===== config.mk =====
export PLATFORM = sky130hd
export DESIGN_NAME = ahb5_excl_atomic_master
export DESIGN_NICKNAME = d
export VERILOG_FILES = /design/src/rtl/ahb5_excl_atomic_master.sv
export SDC_FILE = /design/constraint.sdc
export NUM_CORES = 1
export LEC_CHECK = 0
export ABC_CLOCK_PERIOD_IN_PS = 10100
export BUFFER_PORTS_ARGS = -buffer_cell sky130_fd_sc_hd__buf_2
export CAP_MARGIN = 20
export CORE_UTILIZATION = 30
export CTS_BUF_LIST = sky130_fd_sc_hd__clkbuf_8
export CTS_CLUSTER_SIZE = 12
export DETAILED_ROUTE_END_ITERATION = 10
export GPL_ROUTABILITY_DRIVEN = 1
export HOLD_SLACK_MARGIN = 0.02
export PLACE_DENSITY_LB_ADDON = 0.2
export SLEW_MARGIN = 40
export SYNTH_ARGS = -nofsm -noshare
export SYNTH_HDL_FRONTEND = slang
export SYNTH_SLANG_ARGS = --single-unit

===== constraint.sdc =====
create_clock -name HCLK -period 10.1 [get_ports HCLK]
set_input_delay 2.02 -clock HCLK [delete_from_list [all_inputs] [get_ports HCLK]]
set_output_delay 2.02 -clock HCLK [all_outputs]
set_load 0.05 [all_outputs]

===== src/rtl/ahb5_excl_atomic_master.sv =====
// AHB5 master performing atomic read-modify-write (fetch-add, swap, CAS) as an
// exclusive read followed by an exclusive write, retried while HEXOKAY is low.
module ahb5_excl_atomic_master #(
  parameter int         AWIDTH    = 12,
  parameter logic [3:0] MASTER_ID = 4'h1,
  parameter int         MAX_RETRY = 15
) (
  input  logic              HCLK,
  input  logic              HRESET,
  input  logic              cmd_valid,
  output logic              cmd_ready,
  input  logic [1:0]        cmd_op,
  input  logic [AWIDTH-1:0] cmd_addr,
  input  logic [31:0]       cmd_wdata,
  input  logic [31:0]       cmd_cmp,
  output logic              rsp_valid,
  input  logic              rsp_ready,
  output logic [31:0]       rsp_data,
  output logic [1:0]        rsp_status,
  output logic [7:0]        rsp_retries,
  output logic [AWIDTH-1:0] HADDR,
  output logic [1:0]        HTRANS,
  output logic              HWRITE,
  output logic [2:0]        HSIZE,
  output logic              HEXCL,
  output logic [3:0]        HMASTER,
  output logic [31:0]       HWDATA,
  input  logic              HREADY,
  input  logic              HRESP,
  input  logic [31:0]       HRDATA,
  input  logic              HEXOKAY
);

  typedef enum logic [2:0] {IDLE, RA, RD, WA, WD, RSP} state_t;

  localparam logic [7:0]        RETRY_LIMIT = 8'(MAX_RETRY);
  localparam logic [AWIDTH-1:0] WORD_MASK   = {{(AWIDTH-2){1'b1}}, 2'b00};
  localparam logic [1:0]        OP_ADD = 2'b00;
  localparam logic [1:0]        OP_CAS = 2'b10;
  localparam logic [1:0]        ST_OK = 2'b00, ST_CAS = 2'b01, ST_EXH = 2'b10, ST_ERR = 2'b11;

  state_t            state_reg, state_next;
  logic [1:0]        op_reg;
  logic [AWIDTH-1:0] addr_reg;
  logic [31:0]       wdata_reg, cmp_reg, old_reg, new_reg;
  logic [1:0]        status_reg;
  logic [7:0]        retry_reg;
  logic [31:0]       computed_new;
  logic              cas_miss, read_fail;

  assign HSIZE       = 3'b010;
  assign HMASTER     = MASTER_ID;
  assign rsp_data    = old_reg;
  assign rsp_status  = status_reg;
  assign rsp_retries = retry_reg;

  // New value is derived from the word being returned in the read data phase.
  assign computed_new = (op_reg == OP_ADD) ? (HRDATA + wdata_reg) : wdata_reg;
  assign cas_miss     = (op_reg == OP_CAS) && (HRDATA != cmp_reg);
  assign read_fail    = HRESP || !HEXOKAY;

  always_ff @(posedge HCLK) begin
    if (HRESET) begin
      state_reg <= IDLE;
    end else begin
      state_reg <= state_next;
    end
  end

  always_comb begin
    state_next = state_reg;
    cmd_ready  = 1'b0;
    rsp_valid  = 1'b0;
    HTRANS     = 2'b00;
    HWRITE     = 1'b0;
    HEXCL      = 1'b0;
    HADDR      = '0;
    HWDATA     = '0;
    case (state_reg)
      IDLE: begin
        cmd_ready = 1'b1;
        if (cmd_valid) state_next = RA;
      end
      RA: begin
        HTRANS = 2'b10;
        HEXCL  = 1'b1;
        HADDR  = addr_reg;
        if (HREADY) state_next = RD;
      end
      RD: begin
        if (HREADY) state_next = (read_fail || cas_miss) ? RSP : WA;
      end
      WA: begin
        HTRANS = 2'b10;
        HWRITE = 1'b1;
        HEXCL  = 1'b1;
        HADDR  = addr_reg;
        if (HREADY) state_next = WD;
      end
      WD: begin
        HWDATA = new_reg;
        if (HREADY) begin
          state_next = (HRESP || HEXOKAY || retry_reg == RETRY_LIMIT) ? RSP : RA;
        end
      end
      RSP: begin
        rsp_valid = 1'b1;
        if (rsp_ready) state_next = IDLE;
      end
      default: state_next = IDLE;
    endcase
  end

  always_ff @(posedge HCLK) begin
    if (HRESET) begin
      op_reg     <= 2'b00;
      addr_reg   <= '0;
      wdata_reg  <= '0;
      cmp_reg    <= '0;
      old_reg    <= '0;
      new_reg    <= '0;
      status_reg <= ST_OK;
      retry_reg  <= '0;
    end else begin
      case (state_reg)
        IDLE: begin
          if (cmd_valid) begin
            op_reg     <= cmd_op;
            addr_reg   <= cmd_addr & WORD_MASK;
            wdata_reg  <= cmd_wdata;
            cmp_reg    <= cmd_cmp;
            status_reg <= ST_OK;
            retry_reg  <= '0;
          end
        end
        RD: begin
          if (HREADY) begin
            // A slave without exclusive support is reported like a bus error.
            if (read_fail) begin
              status_reg <= ST_ERR;
              old_reg    <= '0;
            end else begin
              old_reg <= HRDATA;
              new_reg <= computed_new;
              if (cas_miss) status_reg <= ST_CAS;
            end
          end
        end
        WD: begin
          if (HREADY) begin
            if (HRESP)                        status_reg <= ST_ERR;
            else if (HEXOKAY)                 status_reg <= ST_OK;
            else if (retry_reg == RETRY_LIMIT) status_reg <= ST_EXH;
            else                              retry_reg  <= retry_reg + 8'd1;
          end
        end
        default: ;
      endcase
    end
  end

endmodule


# After elaboration in Yosys (flattened, before gate mapping)
# Cells that the tools add are included.
# Widths: inputs -> output; s select.
[op_classes]
n_mul = 0
div_mod_pow = 0
bitwise_logic = 1
magnitude_cmp = 0
n_mux = 33
n_reduce_logical = 17
eq_ne = 19
shifts = 0
addsub = 2
[ops]
columns = ["op", "count"]
rows = [
  ["$mux 32", 3],
  ["$mux 8", 5],
  ["$add 32x32->32", 1],
  ["$ne 32x32->1", 1],
  ["$mux 3", 8],
  ["$mux 2", 9],
  ["$ne 2x2->1 const B", 9],
  ["$pmux 3 s6", 1],
  ["$reduce_and 6->1", 3],
  ["$pmux 8 s2", 1],
  ["$mux 12", 1],
  ["$add 8x1->8 const B", 1],
  ["$eq 8x4->1 const B", 1],
  ["$eq 3x2->1 const B", 2],
  ["$eq 3x3->1 const B", 2],
  ["$pmux 2 s3", 1],
  ["$logic_or 1x1->1", 4],
  ["$mux 1", 4],
  ["$ne 4x4->1 const B", 1],
  ["$reduce_and 2->1", 2],
  ["$eq 3x1->1 const B", 1],
  ["$logic_not 3->1", 1],
  ["$ne 3x3->1 const B", 1],
  ["$reduce_and 3->1", 1],
  ["other kinds (8)", 8],
]
[word_totals]
reg_bits = 153
ram_bits = 0
output_inout_bits = 99
mem_bits_ro = 0
mem_count = 0
wordCells = 81
latchBits = 0

# Depth between registers and ports, before layout
# Gate-level depths: netlist of run 1.
[logic_depth]
word_depth = 6
ltp_mapped = 11

# Worst setup path before layout of run 1
# OpenSTA, ideal clock, no wires.
[synth_path]
path_type = "in2reg"
startpoint = "in HRDATA[0]"
endpoint = "reg new_reg[26]"
stages = 11
t_required_ns = 10.009
setup_slack_ns = 5.394
t_arrival_ns = 4.615
path_cell_list = "ha_1 fa_1 a211oi_2 o21bai_1 a221o_2 a31o_4 a211oi_4 o211ai_2 nand3b_1 mux2_1 a311oi_1"
[synth_via]
elab_chain_cells = 2
[synth_rtl]
columns = ["item", "line_no", "source"]
rows = [
  ["start, declared", "30", "input logic [31:0] HRDATA,"],
  ["$add 32x32->32", "58", "assign computed_new = (op_reg == OP_ADD) ? (HRDATA + wdata_reg) : wdata_reg;"],
  ["$mux 32", "58", ""],
  ["end signal, assigned", "144", "new_reg <= computed_new;"],
  ["end, declared", "45", "logic [31:0] wdata_reg, cmp_reg, old_reg, new_reg;"],
]
# Every way passes these cells.
# A chain may end at the register's enable or synchronous reset.

# Final worst setup path of run 1
# Same ends and word-level chain as after synthesis.

==> flow_metrics.py, run 1 <==
metrics = {
    "yosys": {
        "synthArstFlopShare_pct": 0,
        "synth-seq-area-share_pct": 37.0,
        "syn_inst": 1091,
        "synth_flop_cell": "dfxtp_1",
        "syn_avg_cell_area_um2": 7.58,
        "ys_types": 60,
        "synth_area_leaders": "dfxtp_1 (37%), nand2_1 (11%), a21oi_1 (9.5%)",
        "syn_area_um2": 8270,
        "ys_seq_elements": 153,
        "synth_top_area_share_pct": 37.0,
        "ys_warn_count": 0,
        "synth_top_cell_by_area": "dfxtp_1",
        "synth_edf_count": 0,
    },
    "global_routing": {
        "grt_pass1_wl_um": 42800,
        "antenna_found_initial": 1,
        "gr-total-overflow": 0,
        "grt_max_degree": 91,
        "first_global_vias": 7448,
        "grt.total_usage_pct": 19.9,
    },
    "clock_tree": {
        "cts_max_level": 4,
        "clkLatencyLatePin_ps": 460,
        "cts.sinks": 153,
        "cts_buffer_depth": 2,
        "clkTransAtPathRegs_ps": 100,
        "postCtsSetupRepairBufs": 0,
        "cts_tree": "done",
        "clock-root-buffer": "clkbuf_8",
        "cts-hold-fix-buffers": 0,
        "cts-buffers-inserted": 17,
        "ctsResizeCount": 0,
    },
    "min_path": {
        "hp-class": "reg -> reg",
    },
    "route": {
        "routed_wirelength_um": 27900,
        "avgRoutedWirePerCell_um": 17.5,
        "postRouteAntennaNets": 0,
        "dr.pass1.iters": 4,
        "drc_errors": 0,
        "routed_via_density": 4.99,
        "drt_iter0_drc": 473,
        "vias": 7960,
    },
    "floorplanning": {
        "ios": 216,
        "die_y_um": 168,
        "core_um2": 27000,
        "die_area_um2": 28200,
        "fp-row-count": 60,
        "initial_utilization_pct": 30.6,
        "die_x_um": 168,
    },
    "worst_setup_path": {
        "worstRegToRegCells": 11,
        "crit_type": "in -> reg",
        "endpoint_kind": "flop",
        "worstReg2RegEnd": "new_reg[26]",
        "crit_path_end": "new_reg[26]",
        "setup.worst_path.start": "HRDATA[0]",
        "worstPathRequired_ps": 10470,
        "crit_arrival_ps": 5040,
        "r2r-start": "wdata_reg[0]",
        "critPathLaunchType": "input pin",
        "crit_fanout": 4,
        "rrSetupSlack_ps": 6820,
    },
    "sta": {
        "tns_ps": 0,
        "slew_violations": 0,
        "finalCritPeriodShare_pct": 46.3,
        "setup_viol": 0,
        "tightest_slew_ps": 751,
        "fmax_mhz": 214,
        "finalClockSkew_ps": 19.0,
        "final.min_clock_period_ps": 4670,
        "max_slew_margin_pct": 49.9,
        "rsz0062_at_grt": "false",
        "hold_viol": 0,
    },
    "power": {
        "p_leak_nw": 4.29,
        "powerDensity_nw_per_um2": 146,
        "finalPower_mw": 1.44,
        "ir_drop_mv": 0.0628,
    },
    "finish": {
        "n_antenna_cell": 0,
        "fillers": 2916,
        "syn2layout_area_growth_pct": 19.4,
        "drive_gt1_share_pct": 21.4,
        "final_nets": 1392,
    },
    "outcome": {
        "status": "complete, no violations",
    },
    "place": {
        "dpl.hpwl_um": 19500,
        "buffer_ports.inserted": 203,
        "finalWeightedCongestion": 0.880,
    },
    "job": {
        "drv_cap": 0,
    },
}
cell usage after synthesis (all sizes together), types with 2 or more instances:
| library cell | n |
|---|---|
| a211oi | 10 |
| a21o | 12 |
| a21oi | 160 |
| a221oi | 3 |
| a22oi | 2 |
| a311oi | 27 |
| a31oi | 9 |
| and2 | 47 |
| and3 | 10 |
| and4 | 2 |
| buf | 19 |
| clkbuf | 69 |
| conb | 2 |
| dfxtp | 153 |
| ha | 32 |
| inv | 8 |
| mux2 | 4 |
| nand2 | 252 |
| nand2b | 3 |
| nand3 | 50 |
| nand3b | 3 |
| nand4 | 10 |
| nor2 | 63 |
| nor2b | 6 |
| nor3 | 8 |
| nor4 | 9 |
| o211ai | 7 |
| o21a | 4 |
| o21ai | 26 |
| o21bai | 4 |
| or3 | 6 |
| xnor2 | 13 |
| xor2 | 44 |
routing by layer:
| layer | share of wire, % | GRT usage [%] | up-vias |
|---|---|---|---|
| met1 | 47 | 26.5 | 3712 |
| met2 | 47 | 33.1 | 187 |
| li1 | - | - | 4042 |
| met4 | 0.98 | 4.51 | 2 |
| met5 | 0.061 | 0 | - |
| met3 | 4.7 | 3.97 | 17 |
cells by family (layout without fill, tap and decap cells):
family	count (synthesis)	after routing	synth area share, %
compound gates	273	273	20.7
xor+xnor	57	57	6.04
fa+ha+maj	33	33	5.08
buf+inv	96	252	4.90
flops	153	153	37.0
mux	5	5	0.666
other cells	2	10	0.0908
simple gates	472	472	25.5
through the flow:
stage          setup slack [ps]  util, %  instances  hold WS [ps]  area [um2]
2_1_floorplan              5390        -       1099           427        8300
3_3_place_gp               4960     35.0       1563           435        9450
3_5_place_dp               4940     35.1       1564           440        9490
4_1_cts                    5420     36.5       1596           454        9880
5_1_grt                    5310     36.5       1596           465        9880
6_report                   5430     36.5       1596           450        9880
final cells by class:
| cell class | instances | area [um2] | area share, % |
|---|---|---|---|
| Inverter | 8 | 30.0 | 0.304 |
| Timing Repair Buffer | 212 | 1110 | 11.3 |
| Clock inverter | 12 | 111 | 1.13 |
| Clock buffer | 20 | 275 | 2.79 |
| Multi-Input combinational cell | 850 | 4860 | 49.2 |
| Sequential cell | 153 | 3060 | 31.0 |
| Tap cell | 341 | 427 | 4.32 |
power breakdown:
part	internal (mW)	switching (mW)	total, mW	leakage (nW)
Sequential	0.629	0.0203	0.649	1.24
Clock	0.217	0.259	0.476	0.198
Combinational	0.108	0.208	0.316	2.85
critical path: stages:
cell and delay, ps:
buf_2 140, ha_1 230, fa_1 440, a211oi_2 270, o21bai_1 140, a221o_2 400, a31o_4 290, a211oi_4 270
o211ai_2 130, nand3b_1 120, mux2_1 320, a311oi_1 250
layout by cell type (no fill, tap or decap), types with 4 or more instances in the layout:
| cell type | instances |
|---|---|
| a21oi_1 | 157 |
| nand2_1 | 251 |
| inv_6 | 5 |
| conb_1 | 10 |
| buf_4 | 7 |
| and2_1 | 46 |
| nand4_1 | 10 |
| ha_1 | 32 |
| nor4_1 | 9 |
| inv_1 | 9 |
| nor2b_1 | 5 |
| xor2_1 | 44 |
| clkbuf_8 | 20 |
| a21o_1 | 10 |
| buf_2 | 202 |
| and3_1 | 10 |
| o21ai_0 | 23 |
| xnor2_1 | 13 |
| a211oi_1 | 7 |
| dfxtp_1 | 153 |
| a31oi_1 | 9 |
| o211ai_1 | 6 |
| nor2_1 | 59 |
| a311oi_1 | 27 |
| nor3_1 | 8 |
| or3_1 | 6 |
| o21a_1 | 4 |
| nand3_1 | 50 |
| o21bai_1 | 4 |
how the worst min path moves through the flow:
stage          depth (start not counted)           end  slack (ps)          from
5_1_grt                                2  rsp_data[13]         460  rsp_data[13]
3_5_place_dp                           2  rsp_data[28]         440  rsp_data[28]
3_3_place_gp                           2   rsp_data[3]         440   rsp_data[3]
6_report                               2  rsp_data[28]         450  rsp_data[28]
4_1_cts                                2  rsp_data[19]         450  rsp_data[19]
2_1_floorplan                          2    new_reg[2]         430    new_reg[2]
Power figures use the tool's default switching activity.
==> run 2: changes to the inputs <==
--- a/config.mk
+++ b/config.mk
@@ -5,7 +5,8 @@
 export SDC_FILE = /design/constraint.sdc
 export NUM_CORES = 1
 export LEC_CHECK = 0
-export ABC_CLOCK_PERIOD_IN_PS = 10100
+export ABC_AREA = 1
+export ABC_CLOCK_PERIOD_IN_PS = 4900
 export BUFFER_PORTS_ARGS = -buffer_cell sky130_fd_sc_hd__buf_2
 export CAP_MARGIN = 20
 export CORE_UTILIZATION = 30
==> constraint.sdc (replaced) <==
create_clock -name HCLK -period 4.9 [get_ports HCLK]
set_input_delay 0.98 -clock HCLK [delete_from_list [all_inputs] [get_ports HCLK]]
set_output_delay 0.98 -clock HCLK [all_outputs]
set_load 0.05 [all_outputs]
==> flow_metrics.py, run 2 <==
metrics = {
    "finish": {
        "final_nets": 1648,
        "syn2layout_area_growth_pct": 19.6,
        "seqCellArea_um2": 3060,
        "mostFrequentLayoutCell": "nand2_1",
        "multi_input_area_um2": 4690,
        "mostFrequentLayoutCells": "nand2_1 (380), a21oi_1 (206), buf_2 (202)",
        "fillers": 3186,
        "drive_gt1_share_pct": 17.5,
        "finalInstanceArea_um2": 10300,
    },
    "clock_tree": {
        "ctsResizeCount": 0,
        "cts.sinks": 153,
        "cts-buffers-inserted": 17,
        "clkLatencyLatePin_ps": 460,
        "clock-root-buffer": "clkbuf_8",
        "cts-hold-fix-buffers": 0,
        "postCtsSetupRepairBufs": 0,
        "cts_tree": "done",
        "clkTransAtPathRegs_ps": 100,
        "cts_max_level": 4,
        "cts_buffer_depth": 2,
    },
    "worst_setup_path": {
        "critPathLaunchType": "flop",
        "path_cells": "inv_1 -> nor2_1 -> inv_1 -> nor2_1 -> buf_2",
        "slowest_stage": "dfxtp_1",
        "crit_arrival_ps": 1930,
        "crit_fanout": 11,
        "worstPathRequired_ps": 3920,
        "endpoint_kind": "output pin",
        "path_delay_family": "buffers and inverters",
        "critPathMaxStageDelay_ps": 380,
        "crit_type": "reg -> out",
        "crit_buf_inv": 3,
        "rrSetupSlack_ps": 2740,
    },
    "yosys": {
        "synthArstFlopShare_pct": 0,
        "synth-seq-area-share_pct": 35.4,
        "synth_edf_count": 0,
        "synth_area_leaders": "dfxtp_1 (35%), nand2_1 (16%), a21oi_1 (12%)",
        "syn_avg_cell_area_um2": 6.53,
        "yosysMostFrequentCell": "nand2_1",
        "ys_types": 41,
        "synth_top_area_share_pct": 35.4,
        "ys_warn_count": 0,
        "ys_seq_elements": 153,
        "syn_area_um2": 8650,
        "yosys-top-cells-count": "nand2_1 (380), a21oi_1 (206), inv_1 (158)",
        "syn_inst": 1325,
        "synth_top_cell_by_area": "dfxtp_1",
        "synth_flop_cell": "dfxtp_1",
    },
    "place": {
        "finalWeightedCongestion": 0.894,
        "buffer_ports.inserted": 203,
        "dpl.hpwl_um": 21400,
        "place_area_um2": 9900,
    },
    "global_routing": {
        "grt_pass1_wl_um": 44300,
        "grt_max_degree": 84,
        "antenna_found_initial": 7,
        "grt.total_usage_pct": 19.7,
        "gr-total-overflow": 0,
        "first_global_vias": 8097,
    },
    "power": {
        "ir_drop_mv": 0.185,
        "finalPower_mw": 4.42,
        "p_leak_nw": 4.77,
        "powerDensity_nw_per_um2": 428,
    },
    "floorplanning": {
        "die_x_um": 172,
        "die_y_um": 172,
        "initial_utilization_pct": 30.8,
        "fp-row-count": 61,
        "die_area_um2": 29500,
        "ios": 216,
        "core_um2": 28100,
    },
    "route": {
        "avgRoutedWirePerCell_um": 15.3,
        "drc_errors": 0,
        "dr.pass1.iters": 5,
        "routed_via_density": 4.62,
        "routed_wirelength_um": 29000,
        "vias": 8741,
        "drt_iter0_drc": 546,
        "postRouteAntennaNets": 0,
    },
    "sta": {
        "tightest_slew_ps": 652,
        "finalCritPeriodShare_pct": 59.4,
        "max_slew_margin_pct": 56.5,
        "finalClockSkew_ps": 17.2,
        "tns_ps": 0,
        "slew_violations": 0,
        "fmax_mhz": 344,
        "hold_viol": 0,
        "setup_viol": 0,
        "rsz0062_at_grt": "false",
        "final.min_clock_period_ps": 2910,
    },
    "min_path": {
        "hp-class": "reg -> reg",
    },
    "job": {
        "drv_cap": 0,
    },
    "outcome": {
        "status": "complete, no violations",
    },
}
-- run 2: cell types whose count changed in the layout (fill, tap and decap cells not counted), sizes merged, moves of 10 or more --
| cell | previous run | this run |
|---|---|---|
| inv | 14 | 168 |
| nand2 | 252 | 384 |
| nor2 | 63 | 119 |
| o21ai | 26 | 77 |
| a21oi | 160 | 207 |
| and2 | 47 | 1 |
| xor2 | 44 | 16 |
| a311oi | 27 | 0 |
| xnor2 | 13 | 24 |
| a211oi | 10 | 0 |
| a21o | 12 | 2 |
| and3 | 10 | 0 |
-- run 2: per-stage QoR --
step / std cells / hold WS (ps) / utilization (%) / worst slack (ps)
after floorplan: 1333 / 430 / - / 1740
after global placement: 1856 / 439 / 35.2 / 1910
after detailed placement: 1856 / 447 / 35.2 / 1880
after CTS: 1888 / 462 / 36.6 / 1680
after global routing: 1892 / 485 / 36.8 / 1810
final: 1894 / 455 / 36.8 / 1990
-- run 2: worst reg2reg max path: stages, from the launching register on --
cell,delay (ps)
dfxtp_1,540
inv_2,90
nand3_2,120
nor2_2,60
inv_4,320
nor2_8,60
inv_4,420
o21ai_0,300
a21oi_1,180
-- run 2: cells by family (layout without fill, tap and decap cells) --
kind of cell,Yosys count,in the layout,synth area share [%]
and+or+nand+nor,569,569,26.6
xor gates and xnor gates,40,40,4.05
adders and majority gates,33,33,4.86
DFF,153,153,35.4
other,2,15,0.0868
AOI/OAI and AO/OA,300,300,18.1
buffers and inverters,228,406,10.9
-- run 2: path summary, 6_finish.rpt --
| path | start | to | depth (start not counted) |
|---|---|---|---|
| max | state_reg[0] | HWRITE | 5 |
| min | addr_reg[4] | addr_reg[4] | 2 |
| max reg2reg | state_reg[2] | new_reg[2] | 8 |
| min reg2reg | addr_reg[4] | addr_reg[4] | 2 |
-- run 2: routing by layer --
| metal | vias to the layer above | routed length [um] | global-route usage, % |
|---|---|---|---|
| li1 | 4556 | - | - |
| met5 | - | 22 | 0 |
| met2 | 221 | 12900 | 31.8 |
| met4 | 4 | 352 | 5.04 |
| met3 | 22 | 1420 | 3.80 |
| met1 | 3938 | 14300 | 26.8 |
-- run 2: area by class of cell --
type	instances	area share [%]
multi-input cells	952	45.4
diodes	5	0.121
well taps	378	4.57
inverters	163	5.97
repair buffers	211	10.6
clock inverters	14	1.42
clock buffers	18	2.40
flip-flops and latches	153	29.6
-- run 2: report_power, final --
part | internal, mW | switching [mW] | total, mW
clock network | 0.469 | 0.535 | 1.00
registers | 1.43 | 0.107 | 1.53
logic | 0.559 | 1.33 | 1.89
